## src/rtl/syst_ws_pkg.sv

```systemverilog
// Shared sizing and lane-vector types for the weight-stationary array stream wrapper.
package syst_ws_pkg;

   localparam int unsigned N_IN    = 3;
   localparam int unsigned N_OUT   = 2;
   localparam int unsigned X_WIDTH = 8;
   localparam int unsigned W_WIDTH = 8;
   localparam int unsigned Y_WIDTH = X_WIDTH + W_WIDTH + N_IN;
   localparam int unsigned LAT     = N_IN + N_OUT + 1;

   typedef logic [N_IN-1:0][X_WIDTH-1:0]  x_vec_t;
   typedef logic [N_OUT-1:0][Y_WIDTH-1:0] y_vec_t;

endpackage

```

## src/rtl/syst_ws_stream_if.sv

```systemverilog
// Input stream, array lanes and result stream of syst_ws_stream bundled together.
interface syst_ws_stream_if;
   import syst_ws_pkg::*;

   logic   s_valid_i;
   logic   s_ready_o;
   x_vec_t s_x_i;
   x_vec_t arr_x_o;
   y_vec_t arr_y_i;
   logic   m_valid_o;
   logic   m_ready_i;
   y_vec_t m_y_o;

   modport slave (
      input  s_valid_i, s_x_i, arr_y_i, m_ready_i,
      output s_ready_o, arr_x_o, m_valid_o, m_y_o
   );

   modport master (
      output s_valid_i, s_x_i, arr_y_i, m_ready_i,
      input  s_ready_o, arr_x_o, m_valid_o, m_y_o
   );

endinterface

```

## src/rtl/syst_ws_fifo.sv

```systemverilog
// Synchronous FIFO with a registered first-word output and an occupancy count.
module syst_ws_fifo #(
   parameter int unsigned WIDTH = 8,
   parameter int unsigned DEPTH = 8
) (
   input  logic                       clk_i,
   input  logic                       rst_i,
   input  logic                       wr_en,
   input  logic [WIDTH-1:0]           wr_data,
   input  logic                       rd_ready,
   output logic                       rd_valid,
   output logic [WIDTH-1:0]           rd_data,
   output logic [$clog2(DEPTH+1)-1:0] count
);

   localparam int unsigned AW = $clog2(DEPTH);
   localparam int unsigned CW = $clog2(DEPTH + 1);

   logic [WIDTH-1:0] mem [DEPTH];
   logic [AW-1:0]    wr_ptr;
   logic [AW-1:0]    rd_ptr;
   logic [CW-1:0]    mem_count;
   logic             pop;
   logic             load;
   logic             take;
   logic             bypass;
   logic             wr_mem;

   // An empty output register is refilled from memory, or straight from the write port when memory is empty.
   always_comb begin
      pop    = rd_valid && rd_ready;
      load   = !rd_valid || pop;
      take   = load && (mem_count != '0);
      bypass = load && (mem_count == '0) && wr_en;
      wr_mem = wr_en && !bypass;
   end

   always_ff @(posedge clk_i) begin
      if (wr_mem) mem[wr_ptr] <= wr_data;
   end

   always_ff @(posedge clk_i) begin
      if (rst_i) begin
         wr_ptr    <= '0;
         rd_ptr    <= '0;
         mem_count <= '0;
         count     <= '0;
         rd_valid  <= 1'b0;
         rd_data   <= '0;
      end else begin
         if (wr_mem) wr_ptr <= wr_ptr + AW'(1);
         if (take) begin
            rd_data <= mem[rd_ptr];
            rd_ptr  <= rd_ptr + AW'(1);
         end else if (bypass) begin
            rd_data <= wr_data;
         end
         if (load) rd_valid <= take || bypass;
         mem_count <= mem_count + CW'(wr_mem) - CW'(take);
         count     <= count + CW'(wr_en) - CW'(pop);
      end
   end

   a_no_overflow : assert property (@(posedge clk_i) disable iff (rst_i)
                                    !(wr_en && (count == CW'(DEPTH))));

endmodule

```

## src/rtl/syst_ws_stream.sv

```systemverilog
// Skews input vectors onto the array x lanes, deskews row outputs and buffers results under credit control.
module syst_ws_stream
   import syst_ws_pkg::*;
#(
   parameter int unsigned DEPTH = 8
) (
   input  logic            clk_i,
   input  logic            rst_i,
   syst_ws_stream_if.slave bus
);

   localparam int unsigned CW = $clog2(DEPTH + 1);
   localparam int unsigned SW = CW + 1;
   localparam int unsigned NV = N_IN + N_OUT;
   localparam int unsigned FW = N_OUT * Y_WIDTH;

   logic          accept;
   logic          s_ready;
   logic          fifo_wr;
   logic          m_valid;
   logic [NV-1:0] vld;
   logic [CW-1:0] inflight;
   logic [CW-1:0] fifo_count;
   logic [SW-1:0] credit_used;
   x_vec_t        arr_x;
   y_vec_t        aligned;
   y_vec_t        m_y;

   // Every accepted vector holds a FIFO slot from acceptance onward, so a result always has room.
   assign credit_used = {1'b0, fifo_count} + {1'b0, inflight};
   assign s_ready     = credit_used < SW'(DEPTH);
   assign accept      = bus.s_valid_i && s_ready;
   assign fifo_wr     = vld[NV-1];

   // Lane k passes through k+1 registers; a bubble loads zero so idle slots drive 0.
   for (genvar k = 0; k < N_IN; k++) begin : g_skew
      logic [X_WIDTH-1:0] sr [k+1];

      always_ff @(posedge clk_i) begin
         if (rst_i) begin
            for (int d = 0; d <= k; d++) sr[d] <= '0;
         end else begin
            sr[0] <= accept ? bus.s_x_i[k] : '0;
            for (int d = 1; d <= k; d++) sr[d] <= sr[d-1];
         end
      end

      assign arr_x[k] = sr[k];
   end

   always_ff @(posedge clk_i) begin
      if (rst_i) vld <= '0;
      else       vld <= {vld[NV-2:0], accept};
   end

   // Row j leaves the array j cycles after row 0, so it is held N_OUT-1-j cycles to line up with the last row.
   for (genvar j = 0; j < N_OUT; j++) begin : g_deskew
      localparam int unsigned D = N_OUT - 1 - j;

      if (D == 0) begin : g_direct
         assign aligned[j] = bus.arr_y_i[j];
      end else begin : g_delay
         logic [Y_WIDTH-1:0] sr [D];

         always_ff @(posedge clk_i) begin
            if (rst_i) begin
               for (int d = 0; d < int'(D); d++) sr[d] <= '0;
            end else begin
               sr[0] <= bus.arr_y_i[j];
               for (int d = 1; d < int'(D); d++) sr[d] <= sr[d-1];
            end
         end

         assign aligned[j] = sr[D-1];
      end
   end

   always_ff @(posedge clk_i) begin
      if (rst_i)                     inflight <= '0;
      else if (accept && !fifo_wr)   inflight <= inflight + CW'(1);
      else if (!accept && fifo_wr)   inflight <= inflight - CW'(1);
   end

   syst_ws_fifo #(
      .WIDTH (FW),
      .DEPTH (DEPTH)
   ) u_fifo (
      .clk_i    (clk_i),
      .rst_i    (rst_i),
      .wr_en    (fifo_wr),
      .wr_data  (aligned),
      .rd_ready (bus.m_ready_i),
      .rd_valid (m_valid),
      .rd_data  (m_y),
      .count    (fifo_count)
   );

   assign bus.s_ready_o = s_ready;
   assign bus.arr_x_o   = arr_x;
   assign bus.m_valid_o = m_valid;
   assign bus.m_y_o     = m_y;

endmodule
```

## src/flat_wrapper.sv

```systemverilog
// flat-port wrapper written by rule: the top's interface ports become plain ports
module syst_ws_stream_flat import syst_ws_pkg::*;
#(
   parameter int unsigned DEPTH = 8
)
  (clk_i, rst_i, bus_s_valid_i, bus_s_x_i, bus_arr_y_i, bus_m_ready_i, bus_s_ready_o, bus_arr_x_o, bus_m_valid_o, bus_m_y_o);
  syst_ws_stream_if bus_i ();
  input  logic clk_i;
  input  logic rst_i;
  input wire logic [$bits(bus_i.s_valid_i)-1:0] bus_s_valid_i;
  input wire logic [$bits(bus_i.s_x_i)-1:0] bus_s_x_i;
  input wire logic [$bits(bus_i.arr_y_i)-1:0] bus_arr_y_i;
  input wire logic [$bits(bus_i.m_ready_i)-1:0] bus_m_ready_i;
  output wire logic [$bits(bus_i.s_ready_o)-1:0] bus_s_ready_o;
  output wire logic [$bits(bus_i.arr_x_o)-1:0] bus_arr_x_o;
  output wire logic [$bits(bus_i.m_valid_o)-1:0] bus_m_valid_o;
  output wire logic [$bits(bus_i.m_y_o)-1:0] bus_m_y_o;
  assign bus_i.s_valid_i = bus_s_valid_i;
  assign bus_i.s_x_i = bus_s_x_i;
  assign bus_i.arr_y_i = bus_arr_y_i;
  assign bus_i.m_ready_i = bus_m_ready_i;
  assign bus_s_ready_o = bus_i.s_ready_o;
  assign bus_arr_x_o = bus_i.arr_x_o;
  assign bus_m_valid_o = bus_i.m_valid_o;
  assign bus_m_y_o = bus_i.m_y_o;
  syst_ws_stream #(.DEPTH(DEPTH)) u_core (.clk_i(clk_i), .rst_i(rst_i), .bus(bus_i));
endmodule
```

## config.mk

```make
export PLATFORM = sky130hd
export DESIGN_NAME = syst_ws_stream_flat
export DESIGN_NICKNAME = d
export VERILOG_FILES = /design/src/rtl/syst_ws_pkg.sv /design/src/rtl/syst_ws_stream_if.sv /design/src/rtl/syst_ws_fifo.sv /design/src/rtl/syst_ws_stream.sv /design/src/flat_wrapper.sv
export SDC_FILE = /design/constraint.sdc
export NUM_CORES = 1
export LEC_CHECK = 0
export ABC_AREA = 0
export BUFFER_PORTS_ARGS = -buffer_cell sky130_fd_sc_hd__buf_2
export CAP_MARGIN = 25
export CORE_MARGIN = 4
export CORE_UTILIZATION = 35
export DETAILED_ROUTE_END_ITERATION = 16
export PLACE_DENSITY_LB_ADDON = 0.05
export SYNTH_ARGS = -nofsm -noshare
export SYNTH_HDL_FRONTEND = slang
export SYNTH_SLANG_ARGS = --single-unit
```

## constraint.sdc

```tcl
create_clock -name clk_i -period 5.15 [get_ports clk_i]
set_clock_uncertainty 0.15 [all_clocks]
set_input_delay 0.2575 -clock clk_i [delete_from_list [all_inputs] [get_ports clk_i]]
set_output_delay 0.2575 -clock clk_i [all_outputs]
set_load 0.02 [all_outputs]
```

# == Word level (Yosys, flattened, before mapping) ==
# Memories as Yosys holds them, arrays and structs flattened. A register that Yosys moved wholly into a read port is not among the register bits.
# Cells that the tools add are included.
# op_classes
n_addsub,9
n_lt_le_gt_ge,1
n_mux,23
bitwise,5
reduce_logical,20
# op_table
cell,count
$mux 38,2
$mux 8,9
$mux 19,1
$reduce_or 19->1,1
$add 4x1->4,2
$logic_and 1x1->1,8
$mux 4,2
$reduce_or 8->1,1
$sub 4x1->4,2
$mux 1,7
$add 3x1->3 const B,2
$mux 3,2
$add 4x4->5,1
$lt 5x4->1 const B,1
$or 1x1->1,5
$add 4x1->4 const B,1
$logic_not 1->1,4
$logic_not 4->1,1
$reduce_bool 2->1,2
$reduce_bool 4->1,1
$sub 4x1->4 const B,1
$logic_or 1x1->1,2
# totals
ff_bits,62
ram_bits,371
inputBits,66
out_inout_bits,64
memories,5
# memory_table
name,depth,width,rd,rd_clocked_by_memory_dff,wr,line_no,source
u_core.u_fifo.mem,8,38,1,1,1,syst_ws_fifo.sv:19,logic [WIDTH-1:0] mem [DEPTH];
u_core.g_skew[2].sr,3,8,3,0,3,syst_ws_stream.sv:37,logic [X_WIDTH-1:0] sr [k+1];
u_core.g_deskew[0].g_delay.sr,1,19,1,0,1,syst_ws_stream.sv:63,logic [Y_WIDTH-1:0] sr [D];
u_core.g_skew[1].sr,2,8,2,0,2,syst_ws_stream.sv:37,
u_core.g_skew[0].sr,1,8,1,0,1,syst_ws_stream.sv:37,

# == Longest topological paths before layout ==
# Gate-level depths: netlist of run 1.
# logic_depth
ltp_word,8
mapped_depth,11

# == Modules after synthesis ==
# Synthesis of run 1 repeated with hierarchy kept, for this count alone.
# hier_totals
hier_cells,869
hier_area_um2,16087.9
# modules_own_cells
mod,n_inst,cells_each,area_per_inst_um2,seq_area_each_um2
syst_ws_fifo,1,669,13684.4,10249.8
syst_ws_stream,1,200,2403.6,1521.5

# == Least setup slack after synthesis of run 1 ==
# Ideal clock, no wire load.
# synth_path
path_type,flip-flop to flip-flop
start,register u_core.u_fifo.rd_valid
end,"memory u_core.u_fifo.mem[0][0] in the netlist's numbering, enable pin"
setup_ns,0.481
arrival_ns,3.950
setup_slack_ns,0.569
stages_incl_launch_ff,5
n_path_buf,0
period_less_slack_ns,4.581
cell_sequence,dfxtp_1 -> nor2b_1 -> o21ai_1 -> or2_2 -> nor3_1
# synth_via
elab_chain_cells,8
# synth_rtl
item,line_no,source
start: declaration,syst_ws_fifo.sv:11,"output logic rd_valid,"
start signal: assignment,syst_ws_fifo.sv:58,if (load) rd_valid <= take || bypass;
$logic_not 1->1 or $logic_and 1x1->1 (tied branches),"syst_ws_fifo.sv:32, syst_ws_fifo.sv:31",
$logic_or 1x1->1 *,syst_ws_fifo.sv:32,load = !rd_valid || pop;
$logic_and 1x1->1 * (2 in series),syst_ws_fifo.sv:34,bypass = load && (mem_count == '0) && wr_en;
$logic_not 1->1 *,syst_ws_fifo.sv:35,wr_mem = wr_en && !bypass;
$logic_and 1x1->1 *,syst_ws_fifo.sv:35,
$mux 1 *,syst_ws_fifo.sv:39,if (wr_mem) mem[wr_ptr] <= wr_data;
$mux 1 (not written as such) *,syst_ws_fifo.sv:39,
end: declaration,syst_ws_fifo.sv:19,
# Mark *: on every way between the ends. The rest lies on a longest branch, timed or not.

# == Final worst setup path of run 1 ==
# layout_path
start,register u_core.u_fifo.count[1]
end,register u_core.inflight[3]
# layout_via
elab_chain_cells,6
# layout_rtl
item,line_no,source
start: declaration,syst_ws_fifo.sv:13,output logic [$clog2(DEPTH+1)-1:0] count
start signal: assignment,syst_ws_fifo.sv:60,count <= count + CW'(wr_en) - CW'(pop);
$add 4x4->5 *,syst_ws_stream.sv:30,"assign credit_used = {1'b0, fifo_count} + {1'b0, inflight};"
$lt 5x4->1 *,syst_ws_stream.sv:31,assign s_ready = credit_used < SW'(DEPTH);
$logic_and 1x1->1 *,syst_ws_stream.sv:32,assign accept = bus.s_valid_i && s_ready;
named net u_core.accept,syst_ws_stream.sv:17,logic accept;
$logic_not 1->1,syst_ws_stream.sv:81,else if (!accept && fifo_wr) inflight <= inflight - CW'(1);
$logic_and 1x1->1,syst_ws_stream.sv:81,
$reduce_bool 2->1 (no line),n/a,
end signal: assignment,syst_ws_stream.sv:80,else if (accept && !fifo_wr) inflight <= inflight + CW'(1);
end signal: assignment,syst_ws_stream.sv:81,
end: declaration,syst_ws_stream.sv:22,logic [CW-1:0] inflight;
# The timed path passes the listed nets; every way through them passes the cells marked *.
# A chain may end at the register's enable or synchronous reset.

==> flow_summary.ini, run 1 <==
[routing]
wl_met1_um = 16300
met3_length_um = 1760
postRouteAntennaNets = 0
top_layer_used = met4
routedWlPerCell_um = 19.8
vias = 8473
vias_per_cell = 4.78
first_pass_iters = 4
drc = 0
first_iter_violations = 520
finalWirelength_um = 35000
route.met2.wl_um = 16200

[setup_path]
cp.buffers_inverters = 1
crit_fanout = 4
path_depth = 11
cp-start-kind = flip-flop
critPathTopFamily = compound AO/OA/AOI/OAI gates
reg2reg_to = u_core.inflight[3]
cp_slowest_stage_delay_ns = 0.40
worstRegToRegCells = 11
reg2reg_from = u_core.u_fifo.count[1]
cp-startpoint = u_core.u_fifo.count[1]
cp_slowest_cell = dfxtp_1
cp_cell_sequence = ha_1, a31o_2, a2111oi_4, and2_1, ha_1, inv_1, ha_1, a21oi_1, a211oi_1, a31oi_1, mux2_2
end_kind = flip-flop
critical_path_class = reg -> reg
path_common_cell = ha_1
rrSetupSlack_ns = 2.01
critPathArrivalTime_ns = 3.44
crit_end = u_core.inflight[3]
critical_path_required_ns = 5.45

[logic_synthesis]
synthCells = 926
ys.flop_type = edfxtp_1
avgSynthCellArea_um2 = 17.4
synth_cell_types = 40
ys_ff_latch = 436
synth.net_count = 1012
async_flop_share_pct = 0
ys_seq_area_share_pct = 73.1
netlist_area_mm2 = 0.0161
synth_edf_count = 304
ys.warnings.count = 0
ys_top_cells_by_area = edfxtp_1 (57%), dfxtp_1 (16%), mux4_2 (7.3%)
synth_top_cell_by_area = edfxtp_1
synth_top_area_share_pct = 56.7

[clocking]
path_clk_slew_ns = 0.06
cts_made_buffers = 48
postCtsSetupRepairBufs = 0
h-tree-depth = 2
clock_latency_ns = 0.57
clkSinkCount = 436
cts_tree = built
cts_buffer_depth = 3
cts-root-buf = clkbuf_16

[floorplan]
start_util_pct = 35.4
rows = 78
num_io_pins = 130
die_height_um = 223
die_area_mm2 = 0.0495
die_w_um = 223
core_area_mm2 = 0.0455

[global_routing]
grt_pass1_wl_um = 54400
grt_pass1_vias = 8870
grt_max_degree = 65
grt_usage_pct = 14.2
globalRouteOverflowTotal = 0
antenna_found_initial = 0

[power]
ir_worst_vdd_mv = 0.283
power_leakage_nw = 6.90
power_density_mw_per_mm2 = 494

[worst_hold_path]
hold_class = in -> reg

[cells_and_area]
syn2layout_area_growth_pct = 22.1
drive_gt1_share_pct = 24.9
post-route-util_pct = 43.2
fin_area_mm2 = 0.0197
fill_cells = 4134
final_nets = 1217
diodes = 0

[sta]
hold_ws_ns = 0.261
setup_viol = 0
tightest_slew_ns = 0.944
fin_setup_tns_ns = 0
slew_headroom_pct = 37.1
hold_viol = 0
timing.fmax_ghz = 0.318
period_share_pct = 61.0
setup_ws_ns = 2.01
post-route-min-period_ns = 3.14
slew_viol_final = 0
rsz0062_at_grt = false

[outcome]
outcome = finished, final reports clean

[placed_design]
dpl_cell_area_mm2 = 0.0174
io_buffer_count = 129
dp_slack_ns = 2.00
gp_congestion = 0.684
dp_hpwl_um = 20200

[job]
maxCapViolations = 0
==> cells by family (layout without fill, tap and decap cells) <==
logic type	Yosys count	after routing	share of synthesized area [%]
AND/OR/NAND/NOR	133	133	4.61
flip-flops	436	436	73.1
XOR/XNOR	10	10	0.544
adder cells (fa/ha/maj)	20	20	1.69
multiplexers	129	129	12.1
buffers and inverters	80	325	2.80
AO/OA/AOI/OAI	118	118	5.20
==> metrics by stage <==
step           instances  power [W]
5_1_grt             1771     0.0103
4_1_cts             1769    0.00987
2_1_floorplan        926    0.00580
3_3_place_gp        1607    0.00642
6_report            1771    0.00971
3_5_place_dp        1608    0.00642
==> Yosys cell counts, types with 2 or more instances <==
cell        n
a21o_1      2
a21oi_1     6
a22oi_1    62
a31oi_1     2
and2_1     27
buf_1       5
buf_2      10
buf_4      27
buf_6       5
clkbuf_1   20
dfxtp_1   132
edfxtp_1  304
fa_1        3
ha_1       17
inv_1      13
mux2i_1    76
mux4_2     52
nand2_1    15
nand2b_1    3
nand3_1     2
nor2_1     25
nor2b_1    53
nor3_1      2
o211ai_1    2
o22ai_1    38
xnor2_1     4
xor2_1      6
==> final cells by class <==
| type | count | area [um^2] | area share, % |
|---|---|---|---|
| multi-input cells | 410 | 3960 | 20.1 |
| flip-flops and latches | 436 | 11800 | 59.9 |
| inverters | 13 | 48.8 | 0.248 |
| clock inverters | 19 | 179 | 0.910 |
| well taps | 600 | 751 | 3.82 |
| repair buffers | 222 | 1590 | 8.08 |
| clock buffers | 71 | 1370 | 6.96 |
==> state kept, by name (all words and copies together) (netlist names), named ones only <==
signal,flops
u_core.u_fifo.rd_ptr,3
u_core.inflight,4
u_core.u_fifo.rd_data,38
u_core.vld,5
u_core.u_fifo.rd_valid,1
u_core.u_fifo.mem,304
u_core.u_fifo.count,4
u_core.g_deskew.g_delay.sr,19
u_core.u_fifo.wr_ptr,3
u_core.g_skew.sr,48
u_core.u_fifo.mem_count,4
==> placed cells by master, fill, tap and decap left out, types with 38 or more instances in the layout <==
cell           count
edfxtp_1         304
dfxtp_1          129
buf_2            128
mux2i_1           76
dlygate4sd3_1     71
a22oi_1           62
nor2b_1           53
mux4_2            52
clkbuf_16         49
o22ai_1           38
==> how the worst min path moves through the flow <==
| stage | startpoint | end | slack (ns) | cells after the start |
|---|---|---|---|---|
| 4_1_cts | bus_s_x_i[19] | u_core.g_skew[2].sr[0][3] | 0.21 | 3 |
| 3_5_place_dp | u_core.g_skew[2].sr[0][3] | u_core.g_skew[2].sr[0][11] | 0.27 | 1 |
| 3_3_place_gp | u_core.g_skew[2].sr[0][8] | u_core.g_skew[2].sr[0][16] | 0.27 | 1 |
| 5_1_grt | bus_s_x_i[19] | u_core.g_skew[2].sr[0][3] | 0.25 | 3 |
| 6_report | bus_s_x_i[19] | u_core.g_skew[2].sr[0][3] | 0.26 | 3 |
| 2_1_floorplan | bus_arr_y_i[19] | u_core.u_fifo.mem[0][19] | 0.21 | 0 |
==> power breakdown <==
part / internal (W) / leakage (nW) / switching, W
logic: 0.000979 / 2.31 / 0.00114
clock network: 0.00199 / 0.751 / 0.00135
registers: 0.00400 / 3.84 / 0.000253
total: 0.00697 / 6.90 / 0.00274
==> metal layers <==
layer / up-vias / track usage (%)
met5: - / 0
met4: 0 / 4.43
met3: 52 / 3.10
met2: 186 / 22.0
met1: 4250 / 20.2
li1: 3985 / -
==> worst min-delay path, delay by kind of cell <==
kind | cells | cell delay, ns
buf+inv | 2 | 0.60
simple gates | 1 | 0.10
==> repair_timing <==
item                                   CTS  global route
hold buffers                            71             0
gates resized for setup                  0             0
endpoints found under the hold margin  234             0
(Power assumes the default switching activity.)
==> inputs of run 2 (changes only) <==
Clock period 5.15 ns to 3.2 ns, I/O delays scaled along.
==> run 2 against run 1 <==
Against the previous run: clock power is 58% higher; flip-flop and latch count is the same; global-route usage grew 0.63 points; wire length is 5.4% higher; via count is 1.6% higher; hold slack got worse by 0.081 ns; cell count is 2.0% higher; combinational power rose by 72%; clock-buffer cell count rose by 6; sequential share of layout area decreased by 0.93 points; final area is 1.6% higher; critical endpoint unchanged; largest power group unchanged; highest routed layer unchanged.
==> flow_summary.ini, run 2 (synthesis results as in run 1) <==
[power]
power.switching_w = 0.00446
ir_worst_vdd_mv = 0.351
power_density_mw_per_mm2 = 785
power_w = 0.0157
pwr-share-clk_pct = 33.8
seq_power_share_pct = 43.0
power_leakage_nw = 7.09
internal_power_w = 0.0112
switching_share_pct = 28.4
pwr-share-comb_pct = 23.3

[routing]
vias = 8609
vias_per_cell = 4.76
routedWlPerCell_um = 20.4
drc = 0
finalWirelength_um = 36900
first_iter_violations = 526
first_pass_iters = 4
postRouteAntennaNets = 0

[cells_and_area]
diodes = 0
largest_reg_flops = 304
post-route-util_pct = 43.9
largest-register = u_core.u_fifo.mem
reg.largest.list = u_core.u_fifo.mem: 304 flops, u_core.g_skew.sr: 48 flops, u_core.u_fifo.rd_data: 38 flops
drive_gt1_share_pct = 25.8
final-instance-count-excl-fill = 1807
regArea_mm2 = 0.0118
final_common_cell = edfxtp_1
fin_area_mm2 = 0.0200
final_cell_mix = edfxtp_1 (304), dfxtp_1 (129), buf_2 (128), dlygate4sd3_1 (91), mux2i_1 (76)
fill_cells = 4092
syn2layout_area_growth_pct = 24.0
final_nets = 1253
multi_input_area_mm2 = 0.00397

[clocking]
cts_buffer_depth = 3
clock_latency_ns = 0.57
clkSinkCount = 436
cts-root-buf = clkbuf_16
h-tree-depth = 2
cts_tree = built
path_clk_slew_ns = 0.06
cts_made_buffers = 49

[placed_design]
dp_slack_ns = 0.0852
dpl_cell_area_mm2 = 0.0175
placed_cells = 1623
io_buffer_count = 129
gp_congestion = 0.664
dp_hpwl_um = 20200

[worst_hold_path]
hold_class = in -> reg
hold-path-cell-count = 3
hold_start = bus_arr_y_i[12]
whs_endpoint = u_core.g_deskew[0].g_delay.sr[0][12]

[global_routing]
antenna_found_initial = 0
grt_pass1_wl_um = 56300
grt_pass1_vias = 9029
grt_max_degree = 74
grt_usage_pct = 14.8
globalRouteOverflowTotal = 0

[outcome]
outcome = finished, final reports clean

[setup_path]
critical_path_required_ns = 3.50
end_kind = flip-flop
rrSetupSlack_ns = 0.22
critPathArrivalTime_ns = 3.28
crit_fanout = 4
critical_path_class = reg -> reg
reg2reg_from = u_core.u_fifo.count[1]
cp-start-kind = flip-flop
worstRegToRegCells = 11
reg2reg_to = u_core.inflight[3]

[floorplan]
num_io_pins = 130
start_util_pct = 35.4
die_w_um = 223
rows = 78
die_area_mm2 = 0.0495
core_area_mm2 = 0.0455
die_height_um = 223

[sta]
hold_viol = 0
slew_viol_final = 0
setup_ws_ns = 0.222
period_share_pct = 93.1
slew_headroom_pct = 37.4
setup_viol = 0
tightest_slew_ns = 0.939
timing.fmax_ghz = 0.336
post-route-min-period_ns = 2.98
rsz0062_at_grt = false

[job]
maxCapViolations = 0
## run 2: through the flow
stage               setup TNS [ns]  hold slack [ns]
CTS                              0            0.136
global placement                 0            0.210
global route                     0            0.173
finish                           0            0.180
detailed placement               0            0.211
floorplan                   -54.97            0.109
## run 2: worst max-delay path by stage
| stage | from | end | depth (start not counted) |
|---|---|---|---|
| 2_1_floorplan | u_core.u_fifo.rd_valid | u_core.u_fifo.mem[6][0] | 4 |
| 3_3_place_gp | u_core.u_fifo.count[1] | u_core.inflight[3] | 11 |
| 3_5_place_dp | u_core.u_fifo.count[1] | u_core.inflight[3] | 11 |
| 4_1_cts | u_core.u_fifo.count[1] | u_core.inflight[3] | 11 |
| 5_1_grt | u_core.u_fifo.count[1] | u_core.inflight[3] | 11 |
| 6_report | u_core.u_fifo.count[1] | u_core.inflight[3] | 11 |
## run 2: critical path, stage by stage (launching register included)
cell	delay, ns
dfxtp_1	0.31
ha_1	0.28
a31o_2	0.26
a2111oi_4	0.32
and2_1	0.18
ha_1	0.15
inv_1	0.09
ha_1	0.34
a21oi_2	0.17
a211oi_1	0.08
a31oi_1	0.19
mux2_2	0.35
## run 2: area by class of cell
type | instances | area share (%)
Clock inverter | 14 | 0.388
Multi-Input combinational cell | 410 | 19.9
Clock buffer | 77 | 7.28
Timing Repair Buffer | 257 | 9.51
Inverter | 13 | 0.244
Tap cell | 600 | 3.76
Sequential cell | 436 | 58.9
## run 2: what timing repair did
| action | CTS | global route |
|---|---|---|
| hold buffers | 91 | 0 |
| resized for setup | 0 | 1 |
| endpoints found under the hold margin | 226 | 0 |
| endpoints found under the setup margin | 0 | 1 |
| buffers inserted | 0 | 2 |
## run 2: routing by layer
| metal | GRT usage (%) | routed length [um] | part of all wire, % | vias up |
|---|---|---|---|---|
| li1 | - | - | - | 4043 |
| met1 | 20.9 | 17200 | 47 | 4344 |
| met2 | 23.5 | 17300 | 47 | 170 |
| met3 | 3.07 | 1630 | 4.4 | 52 |
| met4 | 4.43 | 743 | 2.0 | 0 |
| met5 | 0 | 0 | 0 | - |
## run 2: power by group through the flow
stage | Combinational, W | Sequential [W] | Clock (W)
floorplan | 0.00231 | 0.00703 | 0
global placement | 0.00357 | 0.00686 | 0
detailed placement | 0.00357 | 0.00687 | 0
CTS | 0.00370 | 0.00675 | 0.00551
global route | 0.00400 | 0.00680 | 0.00576
finish | 0.00365 | 0.00674 | 0.00529
==> inputs of run 3 (changes only) <==
Settings changed: CORE_ASPECT_RATIO set to 0.9.
==> run 3 against run 2 <==
Against the previous run: critical path depth is the same; critical endpoint unchanged; hold slack lost 0.020 ns; first-iteration DRC count shrank 26%; worst setup slack lost 0.070 ns; critical path type unchanged; wire length shrank 1.0%; combinational power shrank 4%; core utilization shrank 0.36 points; fmax shrank 2.3%; via count shrank 1.8%; final area shrank 0.85%.
==> flow_summary.ini, run 3 (synthesis results as in run 1) <==
[outcome]
outcome = finished, final reports clean

[sta]
fin_setup_tns_ns = 0
setup_viol = 0
slew_headroom_pct = 43.1
period_share_pct = 95.2
timing.fmax_ghz = 0.328
tightest_slew_ns = 0.850
hold_viol = 0
post-route-min-period_ns = 3.05
rsz0062_at_grt = false
slew_viol_final = 0

[placed_design]
io_buffer_count = 129
gp_congestion = 0.664
dp_hpwl_um = 19300

[global_routing]
grt_usage_pct = 14.9
grt_max_degree = 52
antenna_found_initial = 0
grt_pass1_vias = 8892
globalRouteOverflowTotal = 0
grt_pass1_wl_um = 55600

[floorplan]
num_io_pins = 130
die_w_um = 234
die_area_mm2 = 0.0495
start_util_pct = 35.4
rows = 74
core_area_mm2 = 0.0455
die_height_um = 212

[job]
maxCapViolations = 0

[clocking]
cts_tree = built
path_clk_slew_ns = 0.06
cts-root-buf = clkbuf_16
clkSinkCount = 436
postCtsSetupRepairBufs = 0
cts_made_buffers = 48
cts_buffer_depth = 3
h-tree-depth = 2
clock_latency_ns = 0.57

[setup_path]
cp_slowest_stage_delay_ns = 0.38
cp_cell_sequence = ha_1, a31o_2, a2111oi_4, and2_1, ha_1, inv_1, ha_1, a21oi_2, a211oi_1, a31oi_1, mux2_2
cp.buffers_inverters = 1
crit_fanout = 4
critical_path_class = reg -> reg
cp-start-kind = flip-flop
critPathArrivalTime_ns = 3.36
cp_slowest_cell = a2111oi_4
end_kind = flip-flop
path_common_cell = ha_1
critical_path_required_ns = 3.51
critPathTopFamily = compound AO/OA/AOI/OAI gates

[cells_and_area]
multi_input_area_mm2 = 0.00397
syn2layout_area_growth_pct = 23.0
diodes = 0
largest-register = u_core.u_fifo.mem
largest_reg_flops = 304
regArea_mm2 = 0.0118
final_common_cell = edfxtp_1
reg.largest.list = u_core.u_fifo.mem: 304 flops, u_core.g_skew.sr: 48 flops, u_core.u_fifo.rd_data: 38 flops
fill_cells = 3997
final_cell_mix = edfxtp_1 (304), dfxtp_1 (129), buf_2 (128), mux2i_1 (76), dlygate4sd3_1 (66)
final_nets = 1219
drive_gt1_share_pct = 25.3

[power]
ir_worst_vdd_mv = 0.364
power_density_mw_per_mm2 = 801
power_w = 0.0159
power_leakage_nw = 6.93

[routing]
vias_per_cell = 4.74
first_pass_iters = 4
postRouteAntennaNets = 0
finalWirelength_um = 36500
routedWlPerCell_um = 20.5
first_iter_violations = 389
drc = 0
vias = 8450

[worst_hold_path]
hold_class = in -> reg
==> run 3: changes by cell type in the layout (fill, tap and decap cells not counted), moves of 2 or more <==
cell / previous run / this run
buf_12: 5 / 10
clkinv_1: 2 / 9
bufinv_16: 0 / 6
buf_4: 33 / 20
dlygate4sd3_1: 91 / 66
clkbuf_8: 8 / 2
clkbuf_1: 17 / 15
clkinv_2: 9 / 7
==> run 3: per-layer routing <==
metal,global-route usage (%),share of wire [%],vias to the layer above
met2,24.0,47,157
met4,4.42,2.0,0
met1,20.9,47,4269
li1,-,-,3974
met5,0,0,-
met3,2.72,4.2,50
==> run 3: layout make-up <==
| class | instances | area share (%) |
|---|---|---|
| multi-input combinational | 410 | 20.0 |
| sequential | 436 | 59.5 |
| clock inverter | 23 | 1.34 |
| clock buffer | 67 | 6.74 |
| tap | 608 | 3.84 |
| inverter | 13 | 0.246 |
| timing repair buffer | 224 | 8.34 |
==> run 3: worst paths after layout <==
| kind | start | to | slack, ns | cells after the start |
|---|---|---|---|---|
| setup / recovery | u_core.u_fifo.count[1] | u_core.inflight[3] | 0.15 | 11 |
| hold / removal | bus_s_x_i[4] | u_core.g_skew[0].sr[0][4] | 0.16 | 3 |
| setup reg to reg | u_core.u_fifo.count[1] | u_core.inflight[3] | 0.15 | 11 |
| hold reg to reg | u_core.g_skew[1].sr[0][3] | u_core.g_skew[1].sr[0][11] | 0.28 | 1 |
==> run 3: tightest hold or removal path: stages <==
cell and delay [ns]:
dlygate4sd3_1 0.51, buf_2 0.09, and2_1 0.10
==> run 3: repair_timing <==
action                     CTS  global route
resized for setup            0             1
hold buffers                66             0
hold endpoints to repair   225             0
setup endpoints to repair    0             1
==> run 3: report_power, final <==
part	internal [W]	leakage [nW]	switching, W
Combinational	0.00160	2.31	0.00192
Clock	0.00339	0.781	0.00219
Sequential	0.00643	3.84	0.000337
==> run 3: per-stage QoR <==
stage / cells / setup WS [ns] / hold WS, ns / cell area [um^2] / util (%)
after floorplan: 926 / -0.357 / 0.109 / 16100 / -
after global placement: 1625 / 0.146 / 0.210 / 17500 / 38.6
after detailed placement: 1625 / 0.133 / 0.211 / 17500 / 38.6
after CTS: 1781 / 0.102 / 0.115 / 19800 / 43.6
after global routing: 1781 / 0.0454 / 0.142 / 19800 / 43.6
final: 1781 / 0.153 / 0.160 / 19800 / 43.6
